--- src/rtl/muldiv_pkg.sv ---
// muldiv_pkg: shared op/state encodings and default sizes for the multiply/divide unit
package muldiv_pkg;
  localparam int DEF_WIDTH = 32;
  localparam int DEF_CNT_W = 6;
  localparam logic [1:0] OP_MULT  = 2'b00;
  localparam logic [1:0] OP_MULTU = 2'b01;
  localparam logic [1:0] OP_DIV   = 2'b10;
  localparam logic [1:0] OP_DIVU  = 2'b11;
  typedef enum logic [1:0] {IDLE = 2'd0, RUN = 2'd1, FIX = 2'd2} state_t;
endpackage

--- src/rtl/muldiv_if.sv ---
// muldiv_if: pipeline-to-muldiv request and HI/LO result bundle
interface muldiv_if import muldiv_pkg::*; #(parameter int WIDTH = DEF_WIDTH);
  logic             Start;
  logic [1:0]       Op;
  logic [WIDTH-1:0] OperandA;
  logic [WIDTH-1:0] OperandB;
  logic             HiWrite;
  logic             LoWrite;
  logic [WIDTH-1:0] WriteData;
  logic             ReadHiLo;
  logic [WIDTH-1:0] ALUhi;
  logic [WIDTH-1:0] ALUlo;
  logic             Busy;
  logic             Done;
  logic             DivByZero;
  logic             Stall;
  modport master (output Start, Op, OperandA, OperandB, HiWrite, LoWrite, WriteData, ReadHiLo,
                  input ALUhi, ALUlo, Busy, Done, DivByZero, Stall);
  modport slave (input Start, Op, OperandA, OperandB, HiWrite, LoWrite, WriteData, ReadHiLo,
                 output ALUhi, ALUlo, Busy, Done, DivByZero, Stall);
endinterface

--- src/rtl/muldiv_sign_fix.sv ---
// muldiv_sign_fix: conditional two's-complement negate
module muldiv_sign_fix #(parameter int W = 32) (
  input  logic         i_neg,
  input  logic [W-1:0] i_val,
  output logic [W-1:0] o_val
);
  assign o_val = i_neg ? -i_val : i_val;
endmodule

--- src/rtl/muldiv_unit.sv ---
// muldiv_unit: iterative MULT/MULTU/DIV/DIVU engine owning HI/LO, with pipeline stall
module muldiv_unit import muldiv_pkg::*; #(
  parameter int WIDTH = DEF_WIDTH,
  parameter int CNT_W = DEF_CNT_W
) (
  input logic Clk,
  input logic Reset,
  muldiv_if.slave bus
);
  state_t             r_state, w_next;
  logic [1:0]         r_op;
  logic [CNT_W-1:0]   r_cnt;
  logic [2*WIDTH-1:0] r_acc, w_step, w_prod;
  logic [WIDTH-1:0]   r_opnd, r_hi, r_lo, w_abs_a, w_abs_b, w_quot, w_rem;
  logic [WIDTH:0]     w_sum, w_rsh, w_diff;
  logic               r_neg_lo, r_neg_hi, r_zero, r_busy, r_done, r_dbz;
  logic               w_signed, w_is_div, w_zero, w_last;

  assign w_signed = ~bus.Op[0];
  assign w_is_div = bus.Op[1];
  assign w_zero   = w_is_div && bus.OperandB == '0;
  assign w_last   = r_cnt == CNT_W'(WIDTH - 1);

  // Signed ops iterate on magnitudes; signs are reapplied at FIX.
  muldiv_sign_fix #(.W(WIDTH)) u_abs_a (.i_neg(w_signed & bus.OperandA[WIDTH-1]), .i_val(bus.OperandA), .o_val(w_abs_a));
  muldiv_sign_fix #(.W(WIDTH)) u_abs_b (.i_neg(w_signed & bus.OperandB[WIDTH-1]), .i_val(bus.OperandB), .o_val(w_abs_b));
  muldiv_sign_fix #(.W(2*WIDTH)) u_prod (.i_neg(r_neg_lo), .i_val(r_acc), .o_val(w_prod));
  muldiv_sign_fix #(.W(WIDTH)) u_quot (.i_neg(r_neg_lo), .i_val(r_acc[WIDTH-1:0]), .o_val(w_quot));
  muldiv_sign_fix #(.W(WIDTH)) u_rem (.i_neg(r_neg_hi), .i_val(r_acc[2*WIDTH-1:WIDTH]), .o_val(w_rem));

  // Multiply: add multiplicand into the high half when the multiplier LSB is set, then shift right.
  // Divide: shift {rem,quot} left, keep the trial subtraction when it does not borrow.
  assign w_sum  = {1'b0, r_acc[2*WIDTH-1:WIDTH]} + (r_acc[0] ? {1'b0, r_opnd} : '0);
  assign w_rsh  = r_acc[2*WIDTH-1:WIDTH-1];
  assign w_diff = w_rsh - {1'b0, r_opnd};
  assign w_step = r_op[1] ? (w_diff[WIDTH] ? {w_rsh[WIDTH-1:0], r_acc[WIDTH-2:0], 1'b0}
                                           : {w_diff[WIDTH-1:0], r_acc[WIDTH-2:0], 1'b1})
                          : {w_sum, r_acc[WIDTH-1:1]};

  assign bus.ALUhi     = r_hi;
  assign bus.ALUlo     = r_lo;
  assign bus.Busy      = r_busy;
  assign bus.Done      = r_done;
  assign bus.DivByZero = r_dbz;
  assign bus.Stall     = r_busy & (bus.Start | bus.ReadHiLo | bus.HiWrite | bus.LoWrite);

  // State register.
  always_ff @(posedge Clk or negedge Reset)
    if (!Reset) r_state <= IDLE;
    else        r_state <= w_next;

  // Next state: divide by zero skips straight to FIX.
  always_comb begin
    w_next = r_state;
    w_next = r_state == IDLE ? (bus.Start ? (w_zero ? FIX : RUN) : IDLE)
           : r_state == RUN  ? (w_last ? FIX : RUN)
           : IDLE;
  end

  // Datapath, HI/LO and status pulses.
  always_ff @(posedge Clk or negedge Reset) begin
    if (!Reset) begin
      r_op <= '0; r_cnt <= '0; r_acc <= '0; r_opnd <= '0; r_hi <= '0; r_lo <= '0;
      r_neg_lo <= 1'b0; r_neg_hi <= 1'b0; r_zero <= 1'b0;
      r_busy <= 1'b0; r_done <= 1'b0; r_dbz <= 1'b0;
    end else begin
      r_done <= 1'b0;
      r_dbz  <= 1'b0;
      if (r_state == IDLE) begin
        if (bus.HiWrite) r_hi <= bus.WriteData;
        if (bus.LoWrite) r_lo <= bus.WriteData;
        if (bus.Start) begin
          r_op     <= bus.Op;
          r_cnt    <= '0;
          r_busy   <= 1'b1;
          r_zero   <= w_zero;
          r_neg_lo <= w_signed & (bus.OperandA[WIDTH-1] ^ bus.OperandB[WIDTH-1]);
          r_neg_hi <= w_signed & bus.OperandA[WIDTH-1];
          r_acc    <= {{WIDTH{1'b0}}, w_is_div ? w_abs_a : w_abs_b};
          r_opnd   <= w_is_div ? w_abs_b : w_abs_a;
        end
      end else if (r_state == RUN) begin
        r_acc <= w_step;
        r_cnt <= r_cnt + 1'b1;
      end else begin
        r_busy <= 1'b0;
        r_done <= 1'b1;
        r_dbz  <= r_zero;
        if (!r_zero) {r_hi, r_lo} <= r_op[1] ? {w_rem, w_quot} : w_prod;
      end
    end
  end
endmodule

--- src/flat_wrapper.sv ---
// flat-port wrapper written by rule: the top's interface ports become plain ports
module muldiv_unit_flat import muldiv_pkg::*;
#(
  parameter int WIDTH = DEF_WIDTH,
  parameter int CNT_W = DEF_CNT_W
)
  (Clk, Reset, bus_Start, bus_Op, bus_OperandA, bus_OperandB, bus_HiWrite, bus_LoWrite, bus_WriteData, bus_ReadHiLo, bus_ALUhi, bus_ALUlo, bus_Busy, bus_Done, bus_DivByZero, bus_Stall);
  muldiv_if #(.WIDTH(WIDTH)) bus_i ();
  input logic Clk;
  input logic Reset;
  input wire logic [$bits(bus_i.Start)-1:0] bus_Start;
  input wire logic [$bits(bus_i.Op)-1:0] bus_Op;
  input wire logic [$bits(bus_i.OperandA)-1:0] bus_OperandA;
  input wire logic [$bits(bus_i.OperandB)-1:0] bus_OperandB;
  input wire logic [$bits(bus_i.HiWrite)-1:0] bus_HiWrite;
  input wire logic [$bits(bus_i.LoWrite)-1:0] bus_LoWrite;
  input wire logic [$bits(bus_i.WriteData)-1:0] bus_WriteData;
  input wire logic [$bits(bus_i.ReadHiLo)-1:0] bus_ReadHiLo;
  output wire logic [$bits(bus_i.ALUhi)-1:0] bus_ALUhi;
  output wire logic [$bits(bus_i.ALUlo)-1:0] bus_ALUlo;
  output wire logic [$bits(bus_i.Busy)-1:0] bus_Busy;
  output wire logic [$bits(bus_i.Done)-1:0] bus_Done;
  output wire logic [$bits(bus_i.DivByZero)-1:0] bus_DivByZero;
  output wire logic [$bits(bus_i.Stall)-1:0] bus_Stall;
  assign bus_i.Start = bus_Start;
  assign bus_i.Op = bus_Op;
  assign bus_i.OperandA = bus_OperandA;
  assign bus_i.OperandB = bus_OperandB;
  assign bus_i.HiWrite = bus_HiWrite;
  assign bus_i.LoWrite = bus_LoWrite;
  assign bus_i.WriteData = bus_WriteData;
  assign bus_i.ReadHiLo = bus_ReadHiLo;
  assign bus_ALUhi = bus_i.ALUhi;
  assign bus_ALUlo = bus_i.ALUlo;
  assign bus_Busy = bus_i.Busy;
  assign bus_Done = bus_i.Done;
  assign bus_DivByZero = bus_i.DivByZero;
  assign bus_Stall = bus_i.Stall;
  muldiv_unit #(.WIDTH(WIDTH), .CNT_W(CNT_W)) u_core (.Clk(Clk), .Reset(Reset), .bus(bus_i));
endmodule
--- config.mk ---
export PLATFORM = sky130hd
export DESIGN_NAME = muldiv_unit_flat
export DESIGN_NICKNAME = d
export VERILOG_FILES = /design/src/rtl/muldiv_pkg.sv /design/src/rtl/muldiv_if.sv /design/src/rtl/muldiv_sign_fix.sv /design/src/rtl/muldiv_unit.sv /design/src/flat_wrapper.sv
export SDC_FILE = /design/constraint.sdc
export NUM_CORES = 1
export LEC_CHECK = 0
export CORE_ASPECT_RATIO = 0.7
export CORE_MARGIN = 8
export CORE_UTILIZATION = 53
export DETAILED_ROUTE_END_ITERATION = 16
export MAX_ROUTING_LAYER = met4
export PLACE_DENSITY = 0.75
export SYNTH_ARGS = -nofsm -noshare
export SYNTH_HDL_FRONTEND = slang
export SYNTH_SLANG_ARGS = --single-unit
export TNS_END_PERCENT = 1
--- constraint.sdc ---
create_clock -name Clk -period 8.3 [get_ports Clk]
set_input_delay 0.83 -clock Clk [delete_from_list [all_inputs] [get_ports Clk]]
set_output_delay 0.83 -clock Clk [all_outputs]
set_load 0.05 [all_outputs]
==> Word level (Yosys, flattened, before mapping) <==
Cells that the tools add are included.
{ "word_totals": {"ff_bits": 176, "output_inout_bits": 68, "wordCells": 83} }
{ "op_classes": {"addsub": 8, "eq_ne": 7, "muxes": 37, "bitwise_logic": 9, "reduce_logical": 9} }
{ "op_table": {"columns": ["cell", "n"], "rows": [
  ["$mux 32", 15],
  ["$mux 64", 7],
  ["$neg 32->32", 4],
  ["$neg 64->64", 1],
  ["$add 32x33->33", 1],
  ["$sub 33x32->33", 1],
  ["$logic_not 32->1", 1],
  ["$mux 6", 3],
  ["$mux 2", 5],
  ["$ne 2x2->1 const B", 4],
  ["$mux 1", 7],
  ["$add 6x1->6 const B", 1],
  ["$eq 6x5->1 const B", 1],
  ["$reduce_and 2->1", 3],
  ["$reduce_and 3->1", 2],
  ["$and 1x1->1", 4],
  ["$or 1x1->1", 3],
  ["$eq 2x1->1 const B", 1],
  ["$logic_not 2->1", 1],
  ["$ne 2x1->1 const B", 1],
  ["$reduce_bool 2->1", 1],
  ["$logic_and 1x1->1", 1],
  ["$not 1->1", 1],
  ["$xor 1x1->1", 1]
]} }

==> Depth between registers and ports, before layout <==
Gate-level depths: netlist of the first run.
{ "depth": {"word_depth": 6, "depth_mapped": 14, "ltp_nobuf": 13} }

==> Hierarchy <==
From an unflattened synthesis of the first run, not the netlist that was laid out.
{ "unflattened": {"hier_cells": 2077, "area_unflattened_um2": 17317.9} }
{ "by_module_without_submodules": {"columns": ["module", "instances", "cells_each", "area_per_inst_um2"], "rows": [
  ["muldiv_unit", 1, 1447, 12796.0],
  ["muldiv_sign_fix (u_core.u_abs_a ...)", 4, 108, 767.0],
  ["muldiv_sign_fix (u_core.u_prod)", 1, 198, 1453.9]
]} }

==> Worst setup path before layout of the first run <==
No wires, ideal clock.
{ "synth_timing": {"kind": "register -> register", "from": "reg u_core.r_acc[31]", "to": "reg u_core.r_acc[63]", "arrival_ns": 3.233, "setup_slack_ns": 4.920, "stages_incl_launch_ff": 15, "path_buffers": 2, "path_cell_list": "dfrtp_1 > clkbuf_1 > inv_1 > ha_1 > fa_1 > nand2b_1 > a21o_1 > a21boi_0 > o211ai_1 > nand3_1 > a31oi_1 > xnor2_2 > buf_2 > mux2i_1 > a31oi_1"} }
{ "synth_via": {"elab_chain_cells": 5} }
{ "synth_lines": {"columns": ["item", "line", "text"], "rows": [
  ["start: declaration", "muldiv_unit.sv:13", "logic [2*WIDTH-1:0] r_acc, w_step, w_prod;"],
  ["start signal: assignment", "muldiv_unit.sv:79", "r_acc <= {{WIDTH{1'b0}}, w_is_div ? w_abs_a : w_abs_b};"],
  ["start signal: assignment", "muldiv_unit.sv:83", "r_acc <= w_step;"],
  ["$sub 33x32->33", "muldiv_unit.sv:35", "assign w_diff = w_rsh - {1'b0, r_opnd};"],
  ["$mux 64 (2 in series)", "muldiv_unit.sv:36", "assign w_step = r_op[1] ? (w_diff[WIDTH] ? {w_rsh[WIDTH-1:0], r_acc[WIDTH-2:0], 1'b0}"],
  ["$mux 64", "muldiv_unit.sv:82", "end else if (r_state == RUN) begin"],
  ["$mux 64", "muldiv_unit.sv:69", "if (r_state == IDLE) begin"]
]} }
No other way between the ends. The select of a mux whose other input is x is not followed.
A chain may end at the register's enable or synchronous reset.

==> Final worst setup path of the first run <==
{ "layout_timing": {"from": "reg u_core.r_acc[31]", "to": "reg u_core.r_acc[32]"} }
{ "layout_via": {"elab_chain_cells": 5} }
{ "layout_lines": {"columns": ["item", "line"], "rows": [
  ["$sub 33x32->33", "muldiv_unit.sv:35"],
  ["$mux 64 * (2 in series)", "muldiv_unit.sv:36"],
  ["$mux 64 *", "muldiv_unit.sv:82"],
  ["$mux 64 *", "muldiv_unit.sv:69"]
]} }
Every way passes the cells marked *; elsewhere a longest branch is shown, timed or not. The select of a mux whose other input is x is not followed.

==> out/results.txt, run 1 <==
The flow ran to the end, and the final reports show no timing, DRC or antenna violations. Measured along the x axis, the die boundary spans 219 um. The critical path capture point type is a flop. The largest single stage delay on the critical path is 0.61 ns. Yosys mapped a number of flops with a built-in enable equal to 0. The starting density of the core came out at 53.4%.

TritonCTS built the clock tree. For the finished layout, the period the worst path requires is 4.45 ns. Wires add up to 59,000 um. Worst min-delay path class: input pin to async pin. The worst setup path is launched from a flop. The die covers 0.0346 mm2. The number of gates given a new drive strength after cts is 0, and the insertion delay to the later sink of the worst-skew pair is 0.46 ns. The first detailed-routing pass ran for 8 iterations. Of all cell types, the one taking the most synthesized area is dfrtp_1.

The run gives 2,176 as the post-synthesis net count. Walking the worst path, the cells encountered are inv_1 -> ha_1 -> fa_1 -> nand2b_1 -> a21o_1 -> a21boi_0 -> o211ai_1 -> nand3_1 -> a31oi_1 -> xnor2_4 -> buf_4 -> mux2_2 -> o221ai_1. Dividing the detail-routed wire length by the instance count gives 23.9 um. Static timing analysis puts the maximum clock frequency at 225 MHz. Data arrives at the worst endpoint at 4.80 ns. The count of nets left with antenna violations once routing finished came out at 0. nor2_1 is the most common cell in the netlist. The tools report the number of clock sinks as 175.

Yosys attributes the largest share of cell area to dfrtp_1, a21oi_1, nor2_1. The post-place instance area is 0.0172 mm2, and the post-route DRC violation count is 0. In this run the vertical extent of the chip is 158 um. The number of instances in the synthesized netlist came out at 2,001. The via count of the first global-routing pass was 14,800; the number of max-cap violations was 0. The maximum count of clock buffers along a single path is 2. The number of synthesized register bits came out at 175. The critical path is of the flop to flop type. Pin slew with the least headroom to its limit: 1.29 ns. Setup repair after global routing left no endpoint under its margin.

The tools report the buffer type at the clock tree root as clkbuf_16. For this run, the post-layout net count is 2,257. In this run, the number of DRC markers left after iteration 0 of detailed routing was 1,990.

Buffers added to address setup during post-CTS repair amount to 0. Summing every instance area after synthesis gives 0.0153 mm2. The first global-routing pass estimated 89,200 um of wire. The area of all placed cells without fillers is 0.0178 mm2, and the worst clock skew on the final layout is 0.0142 ns. The HPWL after detailed placement is 45,600 um. For this design the ratio of total power to cell area is 440 mW/mm2.

The share of post-route cells with drive strength above 1 was 3.87%. Of all nets on the critical path, the largest fanout is 18. The sequential standard cell area is 0.00438 mm2, and the number of antenna violations at the first check in global routing is 0. The I/O pin total is 172, and the highest ir drop seen on vdd is 403 uV.

The proportion of register bits with asynchronous set or reset after synthesis was 100%; the hold buffer count at cts was 0. STA puts the critical path data required time at 8.66 ns. Total of warnings raised by yosys: 0. The floorplan has 52 rows. For the fraction of the yosys area taken by sequential cells, the log shows 28.6%. Dividing the synthesized area by the synthesized cell count gives 7.65 um2. Detailed routing inserted a total of 16,000 vias.

The logs give 0 for the hold violation count in the final report and 0 for the count of endpoints failing setup in the final report. The congestion estimate from routability-driven global placement came to 0.990. Entering global routing, the biggest net connects 104 pins.

In the synthesized netlist the dominant register cell turns out to be dfrtp_1. From synthesis to final layout, the design area changed by 16.4%. For the leakage power total, the log shows 7.44 nW. The tools report the remaining global-route overflow as 0.

Counting instances in the post-synthesis netlist gives the leading cell types as nor2_1, nand2_1, a21oi_1. The core occupancy in the finished layout came out at 62.2%. The final critical path takes up 53.6% of the cycle. The filler cells instantiated in the layout total 2,641. The number of inserted diodes is 0, and the number of port buffers is 171.

For this run, the total global-route usage over all layers was measured as 34.5%. Summed over its instances, the top area cell type makes up 28.6% of the synthesized netlist area. Summing all multi-input logic gate instances after layout gives 0.0103 mm2. Worst-case headroom to the max-slew limit: 13.9%. For the total negative slack for setup checks, the log shows 0 ns. The tools report the H-tree depth as 4. Clock tree synthesis inserted a total of 17 buffers.

Count of final max-slew check failures: 0. In this run, distinct cell masters in the synthesized netlist total 71. After floorplanning, the core was sized to cover 0.0286 mm2. The critical-path cell with the highest stage delay was xnor2_4.

Using the TritonRoute via totals, the vias-per-cell ratio works out to 6.46. The clock transition at the register clock pins on the worst setup and hold paths after CTS came out at 0.08 ns.
==> power breakdown <==
group          total [mW]  leakage, nW  switching [mW]  internal [mW]
registers            1.84         2.10           0.626           1.21
clock network       0.884        0.304           0.441          0.443
logic                5.12         5.04            3.15           1.96
==> sequential cells by signal, indices dropped and copies added, names as in the netlist, 2 cells and up <==
signal,cells
u_core.bus.ALUhi,32
u_core.bus.ALUlo,32
u_core.r_acc,64
u_core.r_cnt,6
u_core.r_opnd,32
u_core.r_state,2
==> worst max-delay path: cells and delay by family (launching register included) <==
family | cells | cell delay [ns]
fa+ha+maj | 2 | 0.67
mux | 1 | 0.38
simple gates | 2 | 0.41
buf+inv | 2 | 0.59
compound gates | 5 | 1.09
flops | 1 | 0.59
xor+xnor | 1 | 0.61
==> layer usage <==
metal  up-vias  wire length (um)  part of all wire, %  global-route usage (%)
met5         -                 0                    0                       -
met4         0              1820                  3.1                    10.9
met3        88              7340                   12                    10.9
met2       920             23500                   40                    46.4
met1      7603             26400                   45                    48.3
li1       7371                 -                    -                       -
==> layout by cell type (no fill, tap or decap), types with 59 or more instances in the layout <==
cell type and n:
o21ai_0 174, ha_1 69, nor2_1 230, mux2i_1 59, nand2_1 215, clkdlybuf4s50_1 169, xor2_1 71, inv_1 62
a21oi_1 201, xnor2_1 97, dfrtp_1 174
==> final timing paths <==
check	from	endpoint	slack (ns)	depth (start not counted)
min in group Clk	u_core.bus.ALUlo[21]	u_core.bus.ALUlo[21]	0.48	2
setup reg to reg	u_core.r_acc[31]	u_core.r_acc[32]	3.85	13
hold / removal	Reset	u_core.bus.ALUlo[10]	0.28	1
max in group asynchronous	Reset	u_core.r_op[1]	6.67	2
hold reg to reg	u_core.bus.ALUlo[21]	u_core.bus.ALUlo[21]	0.48	2
setup / recovery	u_core.r_acc[31]	u_core.r_acc[32]	3.85	13
==> layout make-up <==
cell class	instances	share of cell area, %
repair buffers	187	10.3
multi-input cells	1639	57.6
clock inverters	15	1.19
inverters	62	1.31
flip-flops and latches	175	24.6
well taps	378	2.66
clock buffers	17	2.39
==> cells by family after synthesis <==
kind of cell,synth area share (%)
muxes,4.45
buffers and inverters,4.60
and+or+nand+nor,20.6
DFF,28.6
adders and majority gates,5.90
AOI/OAI and AO/OA,26.1
xor gates and xnor gates,9.72
==> metrics by stage <==
stage	power (mW)	setup WS (ns)	hold slack (ns)	instances
after floorplan	5.24	4.92	0.450	2001
after global placement	6.72	4.03	0.453	2441
after detailed placement	6.79	3.96	0.458	2441
after CTS	7.69	3.93	0.291	2473
after global routing	8.33	3.65	0.307	2473
final	7.83	3.85	0.281	2473
No activity file was read; power rests on OpenSTA's default activity.
==> run 2, diff against run 1 <==
--- a/config.mk
+++ b/config.mk
@@ -10,7 +10,7 @@
 export CORE_UTILIZATION = 53
 export DETAILED_ROUTE_END_ITERATION = 16
 export MAX_ROUTING_LAYER = met4
-export PLACE_DENSITY = 0.75
+export PLACE_DENSITY = 0.78
 export SYNTH_ARGS = -nofsm -noshare
 export SYNTH_HDL_FRONTEND = slang
 export SYNTH_SLANG_ARGS = --single-unit
==> constraint.sdc (replaced) <==
create_clock -name Clk -period 3.85 [get_ports Clk]
set_input_delay 0.385 -clock Clk [delete_from_list [all_inputs] [get_ports Clk]]
set_output_delay 0.385 -clock Clk [all_outputs]
set_load 0.05 [all_outputs]
==> run 2 against run 1 <==
Effect of this change:
- the flow now finishes with violations (negative hold slack, negative setup slack)
- first-iteration DRC count is 16% higher
- combinational power is 140% higher
- power is 120% higher
- clock power is 110% higher
- critical path depth stayed put
- wire length is 1.6% higher
- clock skew is 0.0015 ns higher
- via count is 2.8% higher
- sequential cell count stayed put
- maximum frequency is 15% higher
- sequential share of layout area is 0.68 points lower
- core utilization is 1.8 points higher
==> out/results.txt, run 2 (synthesis gave the netlist of run 1 again) <==
The horizontal extent of the die is 219 um (unchanged), and the share of post-route cells with drive strength above 1 is 6.58% (+2.7 points). The remaining global-route overflow came out at 0 (unchanged). The library cell used most frequently in the layout, excluding fill and tap cells, is nor2_1. In this run the critical register-to-register path is captured at u_core.r_acc[32].

The tools report the buffer type at the clock tree root as clkbuf_16. The overall fraction of global-route tracks in use is 35.0% (+0.48 points). For the highest ir drop seen on vdd, the log shows 948 uV (+140%). The final reports fail on negative hold slack, negative setup slack. The average via count per standard cell came out at 6.48 (+0.32%).

The power per cell area is 957 mW/mm2 (+120%). The clock buffer count from CTS came out at 17 (unchanged). The height of the die works out to 158 um (unchanged). The tools report the H-tree depth as 4 (unchanged). The number of max-cap violations was 0 (unchanged); the via count of the first global-routing pass was 15,300 (+3.6%). The wire length per cell works out to 23.6 um (-0.93%). The post-place instance area is 0.0177 mm2 (+2.9%). The insertion delay to the later sink of the worst-skew pair was 0.46 ns (about the same); the switching portion of total power was 52.6% (-1.3 points).

The remaining number of nets flagged by the antenna check after routing is 0 (unchanged), and the relative contribution of the clock network to total power is 10.5% (-0.8 points). Setup repair after global routing left no endpoint under its margin. Leakage power total: 7.76 nW (+4.3%).

Final setup slack of the worst path: -0.00277 ns (-3.86 ns). The number of clock sinks is 175 (unchanged). Pin slew with the least headroom to its limit: 1.03 ns (-0.259 ns). The non-filler instance count after layout was 2,535 (+2.5%); the number of flip-flops under the largest register name was 64 (unchanged).

Length of the first detailed-routing pass in iterations: 8 (unchanged). The logic depth of the worst register-to-register path was 13 (unchanged). Data required time at the worst endpoint: 4.20 ns (-4.46 ns). The logic gate share of total power is 69.3% (+4.0 points), and the area of all placed cells without fillers is 0.0183 mm2 (+2.9%).

The run gives 16,400 (+2.8%) as the number of vias in the routed layout. The run finished, with violations left. For the worst-case headroom to the max-slew limit, the log shows 31.1% (+17 points). The critical path capture point type is a flop. The logs give 0 (unchanged) for the hold buffer count at cts and 0 (unchanged) for the post-route DRC violation count. Maximum count of clock buffers along a single path: 2 (unchanged). The logs give -0.003 ns (-3.86 ns) for the setup slack of the worst register-to-register path and 60,000 um (+1.6%) for the final wirelength. The run gives 0.0346 mm2 (unchanged) as the die footprint. The tools report the count of final max-slew check failures as 0 (unchanged).

The area growth from synthesis to final layout came out at 19.7%. The logs give 0 (unchanged) for the number of gates given a new drive strength after cts and 91,000 um (+2.0%) for the wire length of the first global-routing pass. The tools report the worst reg2reg path startpoint as u_core.r_acc[44]. Count of endpoints failing setup in the final report: 1 (+1).

The register with the most flip-flops in the final layout is u_core.r_acc. The total net switching power is 9.22 mW (+120%). Number of DRC markers in iteration 0: 2,306 (+16%).

The sum of net half-perimeters after detailed placement was 47,300 um (+3.8%); the starting density of the core was 53.4% (unchanged). The logs give -0.00800 ns (-0.289 ns) for the smallest hold slack and 0 (unchanged) for the number of antenna violations at the first check in global routing. The endpoint arrival time on the critical path is 4.20 ns (-0.60 ns), and the clock transition at the register clock pins on the worst setup and hold paths after CTS is 0.08 ns (about the same). The fraction of the cycle the final worst path needs is 100% (+46 points), and the core outline area is 0.0286 mm2 (unchanged). The tools report the startpoint type of the worst setup path as a flop. The number of nets in the finished design is 2,319 (+2.7%). The number of inserted diodes was 0 (unchanged); the final estimated routing congestion in global placement was 0.986 (-0.33%).

The worst clock skew on the final layout was 0.0157 ns (+0.00147 ns); the sequential power share was 20.2% (-3.2 points). The maximum fanout count along the critical path is 13 (-5), and the minimum clock period after layout is 3.85 ns (-0.594 ns). The number of port buffers came out at 171 (unchanged).

The critical path class was flop to flop. The logs give 93 (-11%) for the largest net degree at the start of global routing and 2,500 (+2.4%) for the total instance count after detailed placement. The core occupancy in the finished layout came out at 64.0% (+1.8 points). Hold violation count in the final report: 6 (+6).

The I/O pin total was 172 (unchanged). The tightest min-delay check is of the input pin to async pin type. The library cells used most frequently in the layout, excluding fill and tap cells, are nor2_1, nand2_1, a21oi_1. The top achievable clock speed is 260 MHz (+15%), and the post-place setup slack is 0.173 ns (-3.79 ns). TritonCTS built the clock tree. The number of rows in the core area came out at 52 (unchanged).

The internal portion of total power is 8.31 mW (+130%).
==> run 2: changes by cell type in the layout (fill, tap and decap cells not counted) <==
cell and change:
clkinv_2 +1, nor2_1 +1, clkinv_4 +1, inv_6 -1, buf_12 +5, buf_4 +57
nor2_2 -1, inv_8 +1, inv_12 -2
==> run 2: routing by layer <==
| metal | global-route usage (%) | vias up | wire (um) |
|---|---|---|---|
| met1 | 49.1 | 7768 | 26700 |
| met2 | 47.7 | 1036 | 23600 |
| met5 | - | - | 0 |
| met4 | 13.2 | 0 | 2320 |
| li1 | - | 7505 | - |
| met3 | 8.82 | 126 | 7310 |
==> run 2: timing repair <==
action	CTS	global route
buffers inserted	0	3
endpoints found under the setup margin	0	1
hold endpoints to repair	0	0
==> run 2: worst max-delay path, cell delays in order (launching register included) <==
cell	delay, ns
dfrtp_1	0.58
ha_1	0.39
a21oi_1	0.28
o21ai_0	0.17
or3_1	0.35
o211ai_1	0.38
nand3_1	0.24
a31oi_1	0.22
buf_4	0.17
xnor2_4	0.13
buf_12	0.16
buf_12	0.15
mux2_2	0.34
o221ai_1	0.17
==> run 2: metrics by stage <==
step / setup TNS (ns) / power (mW)
after floorplan: 0 / 11.3
after global placement: 0 / 15.0
after detailed placement: 0 / 15.2
after CTS: 0 / 17.1
after global routing: 0 / 18.5
final: -0.00277 / 17.5
==> run 2: final cells by class <==
| type | instances | area [um2] |
|---|---|---|
| clock buffers | 17 | 425 |
| clock inverters | 15 | 195 |
| fillers | 2566 | 10300 |
| inverters | 62 | 233 |
| multi-input cells | 1639 | 10300 |
| flip-flops and latches | 175 | 4380 |
| well taps | 378 | 473 |
| repair buffers | 249 | 2360 |
==> run 2: worst max-delay path by stage <==
stage / start / depth (start not counted) / end
2_1_floorplan: u_core.r_acc[31] / 14 / u_core.r_acc[63]
3_3_place_gp: bus_OperandA[0] / 9 / u_core.r_acc[31]
3_5_place_dp: bus_OperandA[0] / 9 / u_core.r_acc[31]
4_1_cts: u_core.r_acc[31] / 14 / u_core.r_acc[32]
5_1_grt: u_core.r_acc[44] / 13 / u_core.r_acc[32]
6_report: u_core.r_acc[44] / 13 / u_core.r_acc[32]
==> run 2: power by group through the flow <==
stage	Combinational (mW)	Clock [mW]	Sequential, mW
2_1_floorplan	7.10	0	4.20
5_1_grt	13.0	1.93	3.59
4_1_cts	11.8	1.85	3.47
3_3_place_gp	11.5	0	3.47
6_report	12.2	1.85	3.54
3_5_place_dp	11.7	0	3.51
